### config.mk
export PLATFORM = sky130hd
export DESIGN_NAME = naneye_link_ctrl_flat
export DESIGN_NICKNAME = d
export VERILOG_FILES = /design/src/rtl/naneye_link_ctrl_if.sv /design/src/rtl/naneye_link_ctrl.sv /design/src/flat_wrapper.sv
export SDC_FILE = /design/constraint.sdc
export NUM_CORES = 1
export LEC_CHECK = 0
export ABC_AREA = 0
export CAP_MARGIN = 0
export CORE_MARGIN = 4
export CORE_UTILIZATION = 37
export CTS_BUF_LIST = sky130_fd_sc_hd__clkbuf_2
export CTS_CLUSTER_DIAMETER = 60
export CTS_CLUSTER_SIZE = 20
export DETAILED_ROUTE_END_ITERATION = 16
export PLACE_DENSITY_LB_ADDON = 0.05
export SYNTH_ARGS = -nofsm -noshare
export SYNTH_HDL_FRONTEND = slang
export SYNTH_SLANG_ARGS = --single-unit
### constraint.sdc
create_clock -name CLOCK -period 4.5 [get_ports CLOCK]
set_clock_uncertainty 0.15 [all_clocks]
set_input_delay 1.125 -clock CLOCK [delete_from_list [all_inputs] [get_ports CLOCK]]
set_output_delay 1.125 -clock CLOCK [all_outputs]
set_load 0.01 [all_outputs]
### src/rtl/naneye_link_ctrl_if.sv
// -----------------------------------------------------------------------------
// naneye_link_ctrl_if
//
// Signal bundle between the NanEye link session controller and its
// environment (config transmitter, frame decoder, sensor supply switch).
//
// Handshake semantics: every input and output is a level or a single-cycle
// pulse sampled on the rising system clock. No valid/ready pairing exists;
// a pulse is consumed in the cycle it is high, or is ignored if the
// controller is in a state that does not listen for it.
//
// Signals:
//   ENABLE        level,   1 = run the link, 0 = shut down
//   CFG_REQ       pulse,   reconfigure the sensor without a power cycle
//   CONFIG_DONE   pulse,   end of configuration transmission
//   FRAME_START   pulse,   start of a received frame
//   ERROR_IN      pulse,   decoder / deserializer error
//   SENSOR_PWR_EN level,   sensor supply enable
//   CONFIG_EN     pulse,   start the configuration transmitter
//   LINK_UP       level,   link qualified and running
//   FAULT         level,   retries exhausted
//   STATE         [2:0],   controller state (debug / supervision)
//   FRAME_CNT     [15:0],  frames seen while running
//   RETRY_CNT     [3:0],   failed attempts since the link last came up
//
// Modports:
//   master - the environment (drives the inputs, observes the outputs)
//   slave  - the controller
// -----------------------------------------------------------------------------
interface naneye_link_ctrl_if;
   logic        ENABLE;
   logic        CFG_REQ;
   logic        CONFIG_DONE;
   logic        FRAME_START;
   logic        ERROR_IN;
   logic        SENSOR_PWR_EN;
   logic        CONFIG_EN;
   logic        LINK_UP;
   logic        FAULT;
   logic [2:0]  STATE;
   logic [15:0] FRAME_CNT;
   logic [3:0]  RETRY_CNT;

   modport master (
      output ENABLE, CFG_REQ, CONFIG_DONE, FRAME_START, ERROR_IN,
      input  SENSOR_PWR_EN, CONFIG_EN, LINK_UP, FAULT, STATE, FRAME_CNT, RETRY_CNT
   );

   modport slave (
      input  ENABLE, CFG_REQ, CONFIG_DONE, FRAME_START, ERROR_IN,
      output SENSOR_PWR_EN, CONFIG_EN, LINK_UP, FAULT, STATE, FRAME_CNT, RETRY_CNT
   );
endinterface

### src/rtl/naneye_link_ctrl.sv
// -----------------------------------------------------------------------------
// naneye_link_ctrl
//
// Session controller for one NanEye 2D sensor link. Sequences sensor
// power-up, launches the configuration transmitter, qualifies the link on
// the first frame, then supervises it with a frame watchdog and a per-frame
// error limit. Failures power-cycle and reconfigure the sensor until the
// retry budget is spent, after which FAULT is latched until ENABLE drops.
//
// Ports:
//   CLOCK    system clock, rising edge
//   RESET_N  asynchronous active-low reset
//   link     naneye_link_ctrl_if.slave (inputs ENABLE, CFG_REQ, CONFIG_DONE,
//            FRAME_START, ERROR_IN; outputs SENSOR_PWR_EN, CONFIG_EN,
//            LINK_UP, FAULT, STATE, FRAME_CNT, RETRY_CNT)
//
// All outputs come straight from registers or from a decode of the state
// register, so they change one cycle after the edge that caused them.
// -----------------------------------------------------------------------------
module naneye_link_ctrl #(
   parameter int unsigned C_PWR_CYC      = 4800,
   parameter int unsigned C_CFG_TO_CYC   = 48000,
   parameter int unsigned C_FRAME_TO_CYC = 2400000,
   parameter int unsigned C_ERR_LIMIT    = 4,
   parameter int unsigned C_MAX_RETRY    = 3
) (
   input  logic               CLOCK,
   input  logic               RESET_N,
   naneye_link_ctrl_if.slave  link
);

   typedef enum logic [2:0] {
      S_IDLE       = 3'd0,
      S_PWROFF     = 3'd1,
      S_PWRUP      = 3'd2,
      S_CONFIG     = 3'd3,
      S_WAIT_FRAME = 3'd4,
      S_RUN        = 3'd5,
      S_FAULT      = 3'd6
   } state_t;

   // A load of N-1 makes a state last exactly N cycles: expiry is the cycle
   // in which the timer reads zero.
   localparam logic [23:0] PWR_LOAD   = 24'(C_PWR_CYC - 1);
   localparam logic [23:0] CFG_LOAD   = 24'(C_CFG_TO_CYC - 1);
   localparam logic [23:0] FRAME_LOAD = 24'(C_FRAME_TO_CYC - 1);
   localparam logic [4:0]  ERR_LIMIT  = 5'(C_ERR_LIMIT);
   localparam logic [3:0]  MAX_RETRY  = 4'(C_MAX_RETRY);

   state_t      state_q, state_d;
   logic [23:0] timer_q, timer_d;
   logic [3:0]  err_q, err_d;
   logic [3:0]  retry_q, retry_d;
   logic [15:0] frame_q, frame_d;
   logic        cfg_en_q, cfg_en_d;

   logic        expired;
   logic        fail;
   logic [4:0]  err_inc;
   logic        err_limit_hit;

   assign expired       = (timer_q == 24'd0);
   assign err_inc       = {1'b0, err_q} + 5'd1;
   // An error coincident with a frame start belongs to the new frame and is
   // handled by the frame-start reload, so it never trips the limit here.
   assign err_limit_hit = link.ERROR_IN && !link.FRAME_START && (err_inc >= ERR_LIMIT);

   always_ff @(posedge CLOCK or negedge RESET_N) begin
      if (!RESET_N) begin
         state_q  <= S_IDLE;
         timer_q  <= '0;
         err_q    <= '0;
         retry_q  <= '0;
         frame_q  <= '0;
         cfg_en_q <= 1'b0;
      end else begin
         state_q  <= state_d;
         timer_q  <= timer_d;
         err_q    <= err_d;
         retry_q  <= retry_d;
         frame_q  <= frame_d;
         cfg_en_q <= cfg_en_d;
      end
   end

   always_comb begin
      state_d  = state_q;
      timer_d  = expired ? 24'd0 : (timer_q - 24'd1);
      err_d    = err_q;
      retry_d  = retry_q;
      frame_d  = frame_q;
      cfg_en_d = 1'b0;
      fail     = 1'b0;

      if (!link.ENABLE) begin
         // Shutdown overrides everything; IDLE presents all outputs low.
         state_d = S_IDLE;
         timer_d = '0;
         err_d   = '0;
         retry_d = '0;
         frame_d = '0;
      end else begin
         case (state_q)
            S_IDLE: begin
               state_d = S_PWRUP;
               timer_d = PWR_LOAD;
               err_d   = '0;
               retry_d = '0;
               frame_d = '0;
            end
            S_PWROFF: begin
               if (expired) begin
                  state_d = S_PWRUP;
                  timer_d = PWR_LOAD;
               end
            end
            S_PWRUP: begin
               if (expired) begin
                  state_d  = S_CONFIG;
                  timer_d  = CFG_LOAD;
                  cfg_en_d = 1'b1;
               end
            end
            S_CONFIG: begin
               if (expired) begin
                  fail = 1'b1;
               end else if (link.CONFIG_DONE) begin
                  state_d = S_WAIT_FRAME;
                  timer_d = FRAME_LOAD;
               end
            end
            S_WAIT_FRAME: begin
               if (expired) begin
                  fail = 1'b1;
               end else if (link.FRAME_START) begin
                  state_d = S_RUN;
                  timer_d = FRAME_LOAD;
                  err_d   = '0;
                  retry_d = '0;
                  frame_d = frame_q + 16'd1;
               end
            end
            S_RUN: begin
               if (expired || err_limit_hit) begin
                  fail = 1'b1;
               end else if (link.CFG_REQ) begin
                  // Reconfigure with the supply left on.
                  state_d  = S_CONFIG;
                  timer_d  = CFG_LOAD;
                  cfg_en_d = 1'b1;
               end else if (link.FRAME_START) begin
                  timer_d = FRAME_LOAD;
                  frame_d = frame_q + 16'd1;
                  err_d   = {3'b000, link.ERROR_IN};
               end else if (link.ERROR_IN) begin
                  err_d = err_inc[3:0];
               end
            end
            S_FAULT: begin
               timer_d = '0;
            end
            default: begin
               state_d = S_IDLE;
               timer_d = '0;
            end
         endcase

         if (fail) begin
            retry_d = retry_q + 4'd1;
            if (retry_d == MAX_RETRY) begin
               state_d = S_FAULT;
               timer_d = '0;
            end else begin
               state_d = S_PWROFF;
               timer_d = PWR_LOAD;
            end
         end
      end
   end

   assign link.SENSOR_PWR_EN = (state_q == S_PWRUP) || (state_q == S_CONFIG) ||
                               (state_q == S_WAIT_FRAME) || (state_q == S_RUN);
   assign link.CONFIG_EN     = cfg_en_q;
   assign link.LINK_UP       = (state_q == S_RUN);
   assign link.FAULT         = (state_q == S_FAULT);
   assign link.STATE         = state_q;
   assign link.FRAME_CNT     = frame_q;
   assign link.RETRY_CNT     = retry_q;

endmodule

### src/flat_wrapper.sv
// flat-port wrapper written by rule: the top's interface ports become plain ports
module naneye_link_ctrl_flat 
#(
   parameter int unsigned C_PWR_CYC      = 4800,
   parameter int unsigned C_CFG_TO_CYC   = 48000,
   parameter int unsigned C_FRAME_TO_CYC = 2400000,
   parameter int unsigned C_ERR_LIMIT    = 4,
   parameter int unsigned C_MAX_RETRY    = 3
)
  (CLOCK, RESET_N, link_ENABLE, link_CFG_REQ, link_CONFIG_DONE, link_FRAME_START, link_ERROR_IN, link_SENSOR_PWR_EN, link_CONFIG_EN, link_LINK_UP, link_FAULT, link_STATE, link_FRAME_CNT, link_RETRY_CNT);
  naneye_link_ctrl_if link_i ();
  input  logic CLOCK;
  input  logic RESET_N;
  input wire logic [$bits(link_i.ENABLE)-1:0] link_ENABLE;
  input wire logic [$bits(link_i.CFG_REQ)-1:0] link_CFG_REQ;
  input wire logic [$bits(link_i.CONFIG_DONE)-1:0] link_CONFIG_DONE;
  input wire logic [$bits(link_i.FRAME_START)-1:0] link_FRAME_START;
  input wire logic [$bits(link_i.ERROR_IN)-1:0] link_ERROR_IN;
  output wire logic [$bits(link_i.SENSOR_PWR_EN)-1:0] link_SENSOR_PWR_EN;
  output wire logic [$bits(link_i.CONFIG_EN)-1:0] link_CONFIG_EN;
  output wire logic [$bits(link_i.LINK_UP)-1:0] link_LINK_UP;
  output wire logic [$bits(link_i.FAULT)-1:0] link_FAULT;
  output wire logic [$bits(link_i.STATE)-1:0] link_STATE;
  output wire logic [$bits(link_i.FRAME_CNT)-1:0] link_FRAME_CNT;
  output wire logic [$bits(link_i.RETRY_CNT)-1:0] link_RETRY_CNT;
  assign link_i.ENABLE = link_ENABLE;
  assign link_i.CFG_REQ = link_CFG_REQ;
  assign link_i.CONFIG_DONE = link_CONFIG_DONE;
  assign link_i.FRAME_START = link_FRAME_START;
  assign link_i.ERROR_IN = link_ERROR_IN;
  assign link_SENSOR_PWR_EN = link_i.SENSOR_PWR_EN;
  assign link_CONFIG_EN = link_i.CONFIG_EN;
  assign link_LINK_UP = link_i.LINK_UP;
  assign link_FAULT = link_i.FAULT;
  assign link_STATE = link_i.STATE;
  assign link_FRAME_CNT = link_i.FRAME_CNT;
  assign link_RETRY_CNT = link_i.RETRY_CNT;
  naneye_link_ctrl #(.C_PWR_CYC(C_PWR_CYC), .C_CFG_TO_CYC(C_CFG_TO_CYC), .C_FRAME_TO_CYC(C_FRAME_TO_CYC), .C_ERR_LIMIT(C_ERR_LIMIT), .C_MAX_RETRY(C_MAX_RETRY)) u_core (.CLOCK(CLOCK), .RESET_N(RESET_N), .link(link_i));
endmodule
[After elaboration in Yosys (flattened, before gate mapping)]
Cells that the tools add are included.
Cells by class
  add/subtract/negate cells: 4
  magnitude comparators: 1
  equality and inequality tests: 23
  muxes and demuxes: 50
  reductions and logical operators: 14
Operators with widths (count)
  $mux 24: 11
  $pmux 24 s6: 1
  $mux 16: 5
  $pmux 16 s3: 1
  $mux 4: 9
  $mux 3: 11
  $logic_not 24->1: 1
  $sub 24x1->24 const B: 1
  $pmux 3 s7: 1
  $add 16x1->16 const B: 1
  $ne 4x4->1 const B: 4
  $mux 13: 1
  $ne 3x3->1 const B: 4
  $ne 4x3->1 const B: 3
  $pmux 4 s3: 1
  $eq 3x3->1 const B: 3
  $reduce_and 9->1: 1
  $ne 4x1->1 const B: 2
  $ne 4x2->1 const B: 2
  $pmux 4 s2: 1
  $eq 3x2->1 const B: 2
  $mux 1: 6
  $reduce_and 6->1: 1
  $add 4x1->5 const B: 1
  13 further kinds: 18
Word-level totals
  register bits after elaboration: 52
  input port bits: 7
  output and inout bits: 27
  logic and storage cells: 98

[Depth between registers and ports, before layout]
Gate-level depths: netlist of run 1.
  depth in word-level cells: 9
  mapped depth: 10
  gate-level depth less buffers: 8

[Worst setup path after synthesis of run 1]
Ideal clock, no wire load.
  path kind: input to register
  start point: input link_ERROR_IN
  end point: register u_core.frame_q[6], in the netlist u_core.link.FRAME_CNT[6]
  library setup time: 0.121 ns
  arrival: 2.392 ns
  required time: 4.229 ns
  setup slack: 1.837 ns
  cell stages on the path: 6
  path buffers: 0
  cells stage by stage: nor2b_1 a21oi_1 nand2_1 a221o_2 a22o_1 a22o_1
On the way
  longest elaborated chain between the ends: 5
Ends and longest elaborated chain
  start: declaration: line flat_wrapper.sv:18  | input wire logic [$bits(link_i.ERROR_IN)-1:0] link_ERROR_IN;
  $logic_and 1x1->1 (2 in a row): line naneye_link_ctrl.sv:66  | assign err_limit_hit = link.ERROR_IN && !link.FRAME_START && (err_inc >= ERR_LIMIT);
  $logic_or 1x1->1: line naneye_link_ctrl.sv:144  | if (expired || err_limit_hit) begin
  $ne 3x3->1 (no source line)
  $reduce_and 4->1 (no source line)
  end signal: assignment: line naneye_link_ctrl.sv:81  | frame_q <= frame_d;
  end: declaration: line naneye_link_ctrl.sv:54  | logic [15:0] frame_q, frame_d;
No other way between the ends.
A chain may end at the register's enable or synchronous reset.

[Final worst setup path of run 1]
  start point: register u_core.state_q[2], in the netlist u_core.link.STATE[2]
  end point: output link_LINK_UP
On the way
  longest elaborated chain between the ends: 1
Ends and longest elaborated chain
  start: declaration: line naneye_link_ctrl.sv:50  | state_t state_q, state_d;
  start signal: assignment: line naneye_link_ctrl.sv:77  | state_q <= state_d;
  $eq 3x3->1: line naneye_link_ctrl.sv:184  | assign link.LINK_UP = (state_q == S_RUN);
  end: declaration: line flat_wrapper.sv:21  | output wire logic [$bits(link_i.LINK_UP)-1:0] link_LINK_UP;
No other way between the ends.

==> results by group, run 1 <==
Route
  • Initial DRC Count: roughly 320
  • Routed WL: 10710 um
  • Via/cell ratio: 5.755
  • Detailed Routing Iterations Pass 1: 5
  • DR DRC count: 0
  • Routed Antenna Nets: 0
  • Wirelength per Cell: 17.88 um
  • Via count: 3447

CTS
  • Cts bufs inserted: 5
  • Clock buffer depth: 2
  • H-tree depth: 2
  • CTS root buf: clkbuf_2
  • CTS sink count: 52
  • Clk slew on worst S/H paths: between 0.2 and 0.3 ns
  • Total setup buffers inserted after CTS: 0
  • CTS tree: built
  • Clk_lat worst skew: ~0.46 ns
  • Post-CTS Hold Fix Bufs: 0
  • Post_cts resized: 0

Timing
  • Fmax: 269.4 MHz
  • Fin. Hold Viols: 0
  • Setup TNS: 0 ns
  • Period minus WS final: 3.712 ns
  • Final setup fails: 0
  • Worst slew pin tran: 0.6133 ns
  • Final period util: between 80 and 90%
  • RSZ-0062 raised after global routing: no
  • Slew Viols, Final: 0
  • Slew HR: 58.68%

Hold path
  • Worst min-delay path category: flip-flop to flip-flop
  • Hold path endpoint: u_core.link.FRAME_CNT[15]$_DFFE_PN0P_
  • Hold path cells: 1
  • Hold_sp: u_core.link.FRAME_CNT[15]$_DFFE_PN0P_

Power and ir drop
  • P_sw: 0.9365 mW
  • Clk pwr share: between 10% and 20%
  • Seq pwr share: 31.6%
  • P per Cell Area: between 400 and 500 nW/um^2
  • P_int: ~1.1 mW
  • VDD IR-drop max: 167.6 uV
  • Leak: 1.633 nW
  • Comb pwr share: 55.8%
  • Switching part of the total: 46.84%

Critical path
  • Worst setup SP type: flip-flop
  • Worst-path fanout max: 20
  • Worst reg2reg path depth: 8
  • Reg2reg setup slack: between 1.5 and 2 ns
  • Critical Path RT: 3.22 ns
  • Crit-path cells: buf_4 > nor2b_1 > nand2_1 > inv_1 > clkdlybuf4s50_1
  • Worst r2r src: u_core.timer_q[0]$_DFF_PN0_
  • Crit path DAT: 2.44 ns
  • CP endpoint kind: primary output
  • CP max stage cell: clkdlybuf4s50_1
  • R2r endpoint: u_core.link.FRAME_CNT[14]$_DFFE_PN0P_
  • Kind of critical path: flip-flop to primary output
  • Critical path's largest stage delay: roughly 0.57 ns

Final layout
  • FILL cells: between 900 and 1000
  • Final #Nets: around 480
  • Final instance area: 4175 sq um
  • Finished Layout Cells: approximately 600
  • Layout cells sized above 1: 8.085%
  • Area growth, synth to finish: 14.63%
  • Ant diodes: 0

Floorplanning
  • Core Region: about 9400 sq um
  • Row Count: 35
  • Io pins: 34
  • DIE AREA: 11500 sq um
  • Die W: 107.2 um
  • Chip Height: 107.2 um
  • Starting density of the core: 38.68%

Yosys
  • Synth Cell Area: approximately 3600 sq um
  • Top FF cell, synth: dfrtp_1
  • Synth top area share: 35.73%
  • Mapped Cells: 443
  • #FFs+latches synth: 52
  • Count leader, synth: dfrtp_1
  • Sequential share of the synthesized area: 35.73%
  • Synth Warn #: 0
  • Dominant cells by area after synthesis: dfrtp_1, a21oi_1, nor2_1
  • Ys async rst share: 100.0%
  • EDFF count, synth: 0
  • Post-synth top area cell: dfrtp_1
  • Net Count, Synth: 457
  • Avg Synthesized Cell Area: ~8.2 sq um
  • Synth cell types: 70
  • Commonest cells post-synth: dfrtp_1, nor2_1, nand2_1

Placed design
  • Post-DP Area: 4110 sq um
  • Placed cells: 591
  • DP HPWL: around 7600 um
  • GPL Wtd Cong: 0.9153
  • PortBufs: 33

Global routing
  • Initial antenna violation count: 0
  • First-pass GRT wire length: roughly 18000 um
  • Global Route Usage Sum: around a fifth
  • Number of global-route vias before repair: around 3300
  • Largest net degree at the start of global routing: 31
  • GRT overflow: 0

Run
  • Max-Cap Viols: 0

Status
  • Outcome: complete, no violations
-- worst max-delay path, delay by kind of cell (launching register included) --
family | cells | cell delay, ns
DFF | 1 | 0.53
buffers and inverters | 3 | 1.07
and+or+nand+nor | 2 | 0.37
-- layer usage --
metal	vias to the layer above	wire length, um	track usage [%]	part of all wire, %
li1	1668	-	-	-
met3	12	606	3.070	5.7
met4	0	146	5.023	1.4
met5	-	0	0	0
met2	113	4959	30.34	46
met1	1654	4997	27.61	47
-- state kept, by name, summed over array words and instances (netlist names) --
| register | flops |
|---|---|
| u_core.link.STATE | 3 |
| u_core.link.FRAME_CNT | 16 |
| u_core.err_q | 4 |
| u_core.link.CONFIG_EN | 1 |
| u_core.link.RETRY_CNT | 4 |
| u_core.timer_q | 24 |
-- final cells by class --
class | count | area (sq um) | share of cell area [%]
well taps | 129 | 161.4 | 3.866
multi-input cells | 349 | 2176 | 52.11
clock buffers | 6 | 30.03 | 0.7192
flip-flops and latches | 52 | 1301 | 31.17
repair buffers | 44 | 407.9 | 9.769
inverters | 17 | 63.81 | 1.528
clock inverters | 2 | 35.03 | 0.8391
-- stage by stage --
stage / utilization [%] / hold WS (ns) / power (mW) / setup WS, ns
2_1_floorplan: - / 0.3139 / 1.435 / 1.837
5_1_grt: 44.35 / 0.3822 / 2.163 / 0.5421
3_5_place_dp: 43.65 / 0.3266 / 1.742 / 0.8574
6_report: 44.35 / 0.3486 / 1.999 / 0.7876
4_1_cts: 44.35 / 0.3562 / 2.009 / 0.7519
3_3_place_gp: 43.65 / 0.3114 / 1.754 / 0.9750
-- cells in the final DEF (no fill, tap or decap), types with 10 or more instances in the layout --
cell and n:
nand3_1 24, clkdlybuf4s50_1 32, buf_4 11, a21oi_1 41, nor2_1 51, o21ai_0 28, inv_1 15, nand2_1 42
nor3_1 10, dfrtp_1 52, xnor2_1 17
-- power groups by stage --
stage	Combinational, mW	Clock (mW)	Sequential [mW]
final	1.12	0.252	0.631
after floorplan	0.816	0	0.619
after global placement	1.11	0	0.640
after CTS	1.11	0.269	0.632
after detailed placement	1.10	0	0.640
after global routing	1.23	0.288	0.644
-- cell families (layout without fill, tap and decap cells) --
kind of cell    after synthesis  in the layout  synth area share [%]
fa+ha+maj                     7              7                 2.405
buf+inv                      42             69                 4.534
compound gates              125            125                 22.09
flops                        52             52                 35.73
mux                           8              8                 2.199
simple gates                184            184                 27.04
xor+xnor                     25             25                 6.012
-- how the worst max path moves through the flow --
stage / to / start
finish: link_LINK_UP / u_core.link.STATE[2]$_DFFE_PN0P_
global route: link_LINK_UP / u_core.link.STATE[2]$_DFFE_PN0P_
CTS: link_LINK_UP / u_core.link.STATE[2]$_DFFE_PN0P_
detailed placement: u_core.timer_q[2]$_DFF_PN0_ / link_ERROR_IN
global placement: u_core.timer_q[2]$_DFF_PN0_ / link_ERROR_IN
floorplan: u_core.link.FRAME_CNT[6]$_DFFE_PN0P_ / link_ERROR_IN
Power figures use the tool's default switching activity.
==> run 2: changes to the inputs <==
==> constraint.sdc (replaced) <==
create_clock -name CLOCK -period 3.1 [get_ports CLOCK]
set_clock_uncertainty 0.15 [all_clocks]
set_input_delay 0.775 -clock CLOCK [delete_from_list [all_inputs] [get_ports CLOCK]]
set_output_delay 0.775 -clock CLOCK [all_outputs]
set_load 0.01 [all_outputs]
==> run 2 against run 1 <==
Register-to-register slack got worse by 1.2 ns. Clock-buffer cell count unchanged. Via count up 2.0%. Critical endpoint is now link_FAULT. Largest power group unchanged.
==> results by group, run 2 (synthesized netlist as in run 1, its figures left out) <==
Timing
  • Final period util: 92.58%
  • Period minus WS final: between 2 and 3 ns
  • Fmax: roughly 350 MHz
  • Slew HR: 58.97%
  • Fin. Hold Viols: 0
  • RSZ-0062 raised after global routing: no
  • Worst slew pin tran: 0.6154 ns
  • Slew Viols, Final: 0
  • Final setup fails: 0
  • Setup TNS: 0 ns
  • Setup WS post-layout: 0.2301 ns
  • Hold_ws: 0.1059 ns

Final layout
  • Final #Nets: 502
  • Area taken by multi-input logic gates: around 2200 sq um
  • Layout cells sized above 1: a little under an eighth
  • Area growth, synth to finish: 18.31%
  • Most frequent cells in the layout: nor2_1, dfrtp_1, nand2_1
  • Finished Layout Cells: 618
  • Largest Register: u_core.timer_q
  • Largest register FFs: 24
  • Fin util: 45.77%
  • Register area: 1304 sq um
  • FILL cells: 975
  • Ant diodes: 0
  • Final instance area: 4309 sq um
  • Commonest non-fill, non-tap cell in the layout: nor2_1

CTS
  • CTS root buf: clkbuf_2
  • Total setup buffers inserted after CTS: 0
  • Cts bufs inserted: 5
  • H-tree depth: 2
  • CTS tree: built
  • CTS sink count: 52
  • Clk slew on worst S/H paths: a little under 0.3 ns
  • Clk_lat worst skew: around 0.47 ns
  • Post_cts resized: 0
  • Clock buffer depth: 2
  • Post-CTS Hold Fix Bufs: 0

Global routing
  • First-pass GRT wire length: 18400 um
  • Initial antenna violation count: 0
  • Global Route Usage Sum: about a fifth
  • GRT overflow: 0
  • Number of global-route vias before repair: about 3500
  • Largest net degree at the start of global routing: 30

Hold path
  • Worst min-delay path category: input port to async pin

Floorplanning
  • Starting density of the core: 38.68%
  • Row Count: 35
  • Die W: about 110 um
  • DIE AREA: 11500 sq um
  • Core Region: 9415 sq um
  • Chip Height: 107.2 um
  • Io pins: 34

Placed design
  • PortBufs: 33
  • Post-DP Area: approximately 4300 sq um
  • DP Worst Slack: 0.2221 ns
  • GPL Wtd Cong: 0.9618
  • DP HPWL: 8184 um
  • Placed cells: 610

Critical path
  • Worst reg2reg path depth: 9
  • Crit path DAT: approximately 1.9 ns
  • Worst setup SP type: flip-flop
  • Worst r2r src: u_core.timer_q[1]$_DFF_PN0_
  • Kind of critical path: flip-flop to primary output
  • Worst-path fanout max: 7
  • R2r endpoint: u_core.timer_q[0]$_DFF_PN0_
  • CP endpoint kind: primary output
  • Critical Path RT: 2.17 ns
  • Reg2reg setup slack: 0.33 ns

Status
  • Outcome: complete, no violations

Route
  • Via/cell ratio: 5.689
  • Via count: 3516
  • Routed Antenna Nets: 0
  • Initial DRC Count: 252
  • Detailed Routing Iterations Pass 1: 5
  • Routed WL: 11010 um
  • DR DRC count: 0
  • Wirelength per Cell: 17.81 um

Power and ir drop
  • Total power draw: 2.899 mW
  • P per Cell Area: 672.8 nW/um^2
  • VDD IR-drop max: 243.0 uV
  • Leak: approximately 1.7 nW

Run
  • Max-Cap Viols: 0
run 2: layout make-up:
class	count	share of cell area, %
well taps	129	3.746
clock inverters	2	0.2613
clock buffers	6	0.6969
inverters	17	1.481
multi-input cells	349	50.49
repair buffers	63	13.07
flip-flops and latches	52	30.26
run 2: where the power goes:
| part | internal, mW | total, mW | switching [mW] |
|---|---|---|---|
| clock network | 0.0560 | 0.290 | 0.234 |
| registers | 0.772 | 0.921 | 0.149 |
| logic | 0.700 | 1.69 | 0.988 |
run 2: critical path: stages (launching register included):
cell and delay (ns):
dfrtp_2 0.49, buf_4 0.17, clkinv_1 0.08, nor3_1 0.16
clkdlybuf4s50_1 0.59
run 2: worst max path at each step:
stage / start / end / slack (ns) / cells past startpoint
floorplan: u_core.timer_q[0]$_DFF_PN0_ / u_core.link.STATE[0]$_DFFE_PN0P_ / 0.71 / 8
global placement: link_ERROR_IN / u_core.link.FRAME_CNT[6]$_DFFE_PN0P_ / 0.25 / 7
detailed placement: link_FRAME_START / u_core.timer_q[16]$_DFF_PN0_ / 0.22 / 7
CTS: u_core.link.STATE[2]$_DFFE_PN0P_ / link_LINK_UP / 0.08 / 4
global route: u_core.link.STATE[1]$_DFFE_PN0P_ / link_FAULT / 0.009 / 4
finish: u_core.link.STATE[1]$_DFFE_PN0P_ / link_FAULT / 0.23 / 4
run 2: routing by layer:
layer	track usage (%)	up-vias	routed length [um]
met2	31.05	97	5082
met5	0	-	0
met1	28.26	1700	5243
met4	6.301	0	216
li1	-	1701	-
met3	3.010	18	464
==> run 3: changes to the inputs <==
--- a/config.mk
+++ b/config.mk
@@ -13,6 +13,7 @@
 export CTS_CLUSTER_DIAMETER = 60
 export CTS_CLUSTER_SIZE = 20
 export DETAILED_ROUTE_END_ITERATION = 16
+export MAX_ROUTING_LAYER = met4
 export PLACE_DENSITY_LB_ADDON = 0.05
 export SYNTH_ARGS = -nofsm -noshare
 export SYNTH_HDL_FRONTEND = slang
==> run 3 against run 2 <==
Routed wire length rose by 0.62%. Sequential power rose by 0.4%. Worst hold slack got worse by 0.0032 ns. Non-clock buffer count did not move. Cell count did not move. Setup slack got worse by 0.083 ns. Total power rose by 3.0%. Largest power group unchanged.
==> results by group, run 3 (synthesized netlist as in run 1, its figures left out) <==
Status
  • Outcome: complete, no violations

Route
  • DR DRC count: 0
  • Via count: 3519
  • Routed WL: 11070 um
  • Wirelength per Cell: about 18 um
  • Via/cell ratio: around 5.7
  • Routed Antenna Nets: 0
  • Initial DRC Count: 243
  • Detailed Routing Iterations Pass 1: 5

Floorplanning
  • Starting density of the core: 38.68%
  • Row Count: 35
  • Io pins: 34
  • DIE AREA: 11500 sq um
  • Chip Height: around 110 um
  • Core Region: approximately 9400 sq um
  • Die W: ~110 um

Timing
  • Fin. Hold Viols: 0
  • RSZ-0062 raised after global routing: no
  • Final period util: 95.25%
  • Slew Viols, Final: 0
  • Slew HR: 38.07%
  • Fmax: about 340 MHz
  • Worst slew pin tran: 0.9255 ns
  • Final setup fails: 0
  • Period minus WS final: 2.953 ns
  • Setup TNS: 0 ns

Power and ir drop
  • P per Cell Area: 689.1 nW/um^2
  • Switching part of the total: between 40 and 50%
  • Clk pwr share: 12.3%
  • Seq pwr share: 31.0%
  • P_sw: 1.381 mW
  • P_int: 1.606 mW
  • Leak: 1.725 nW
  • Comb pwr share: 56.7%
  • VDD IR-drop max: 222.9 uV

CTS
  • Cts bufs inserted: 5
  • CTS tree: built
  • CTS sink count: 52
  • H-tree depth: 2
  • Clk_lat worst skew: 0.47 ns
  • Clk slew on worst S/H paths: 0.28 ns
  • CTS root buf: clkbuf_2
  • Clock buffer depth: 2
  • Post-CTS Hold Fix Bufs: 0

Critical path
  • Kind of critical path: flip-flop to primary output
  • CP max stage cell: clkdlybuf4s50_1
  • CP endpoint kind: primary output
  • Critical Path RT: ~2.2 ns
  • Worst setup SP type: flip-flop
  • Family with the most delay on the worst path: buffers and inverters
  • Worst-path fanout max: 8
  • Crit-path cells: buf_4 > nand2b_1 > nand2_1 > clkdlybuf4s50_1
  • Critical path's largest stage delay: 0.54 ns
  • Crit path DAT: a little over 2 ns
  • WP buf/inv: 2

Run
  • Max-Cap Viols: 0

Global routing
  • Initial antenna violation count: 0
  • GRT overflow: 0
  • Number of global-route vias before repair: approximately 3500
  • First-pass GRT wire length: 18710 um
  • Largest net degree at the start of global routing: 30
  • Global Route Usage Sum: 20.91%

Final layout
  • Final #Nets: 502
  • Layout cells sized above 1: 11.66%
  • FILL cells: 934
  • Ant diodes: 0
  • Fin util: a little under half
  • Largest register FFs: 24
  • Most frequent cells in the layout: nor2_1, dfrtp_1, nand2_1
  • Area growth, synth to finish: 19.00%
  • Largest Register: u_core.timer_q

Placed design
  • DP HPWL: between 8000 and 9000 um
  • GPL Wtd Cong: 0.9742
  • PortBufs: 33

Hold path
  • Worst min-delay path category: input port to async pin
[run 3: cell count changes in the layout (fill, tap and decap cells not counted)]
cell,previous run,this run
clkbuf_2,6,5
clkinvlp_4,1,0
bufinv_16,0,1
dfrtp_2,2,1
dfrtp_1,50,51
clkinv_4,0,1
[run 3: area by class of cell]
class                           instances  area, sq um  share of cell area (%)
Clock inverter                          3        42.54                  0.9815
Inverter                               17        63.81                   1.472
Timing Repair Buffer                   63        563.0                   12.99
Multi-Input combinational cell        349         2176                   50.20
Tap cell                              129        161.4                   3.724
Sequential cell                        52         1303                   30.05
Clock buffer                            5        25.02                  0.5774
[run 3: metal layers]
metal | up-vias | global-route usage (%) | wire [um] | share of wire, %
li1 | 1715 | - | - | -
met1 | 1687 | 27.70 | 5186 | 47
met2 | 95 | 31.99 | 5151 | 47
met3 | 22 | 3.853 | 467 | 4.2
met4 | 0 | 7.580 | 268 | 2.4
met5 | - | - | 0 | 0
[run 3: path summary, 6_finish.rpt]
| path | from | to | slack (ns) | depth (start not counted) |
|---|---|---|---|---|
| worst max-delay path | u_core.link.STATE[2]$_DFFE_PN0P_ | link_SENSOR_PWR_EN | 0.15 | 4 |
| worst min-delay path | RESET_N | u_core.link.FRAME_CNT[2]$_DFFE_PN0P_ | 0.10 | 1 |
| worst max register to register | u_core.timer_q[1]$_DFF_PN0_ | u_core.link.RETRY_CNT[3]$_DFFE_PN0P_ | 0.30 | 9 |
| worst min register to register | u_core.link.FRAME_CNT[15]$_DFFE_PN0P_ | u_core.link.FRAME_CNT[15]$_DFFE_PN0P_ | 0.36 | 1 |
| max in group asynchronous | RESET_N | u_core.timer_q[11]$_DFF_PN0_ | 2.14 | 2 |
| min in group CLOCK | u_core.link.FRAME_CNT[15]$_DFFE_PN0P_ | u_core.link.FRAME_CNT[15]$_DFFE_PN0P_ | 0.36 | 1 |
[run 3: power groups by stage]
stage	registers [mW]	clock network, mW	logic (mW)
floorplan	0.898	0	1.18
global placement	0.938	0	1.67
detailed placement	0.942	0	1.67
CTS	0.932	0.394	1.68
global route	0.946	0.411	1.87
finish	0.925	0.368	1.69
[run 3: timing repair]
item	in CTS	in global routing
buffers inserted	0	1
resized for setup	1	0
setup endpoints to repair	1	1
[run 3: stage by stage]
| stage | area [sq um] | instances | power (mW) | worst slack (ns) | hold WS, ns |
|---|---|---|---|---|---|
| floorplan | 3642 | 443 | 2.082 | 0.7125 | 0.3139 |
| global placement | 4258 | 609 | 2.613 | 0.08050 | 0.3157 |
| detailed placement | 4258 | 609 | 2.616 | 0.02550 | 0.3327 |
| CTS | 4327 | 617 | 3.007 | 0.01322 | 0.06751 |
| global route | 4334 | 618 | 3.224 | 0.01308 | 0.07323 |
| finish | 4334 | 618 | 2.986 | 0.1472 | 0.1028 |
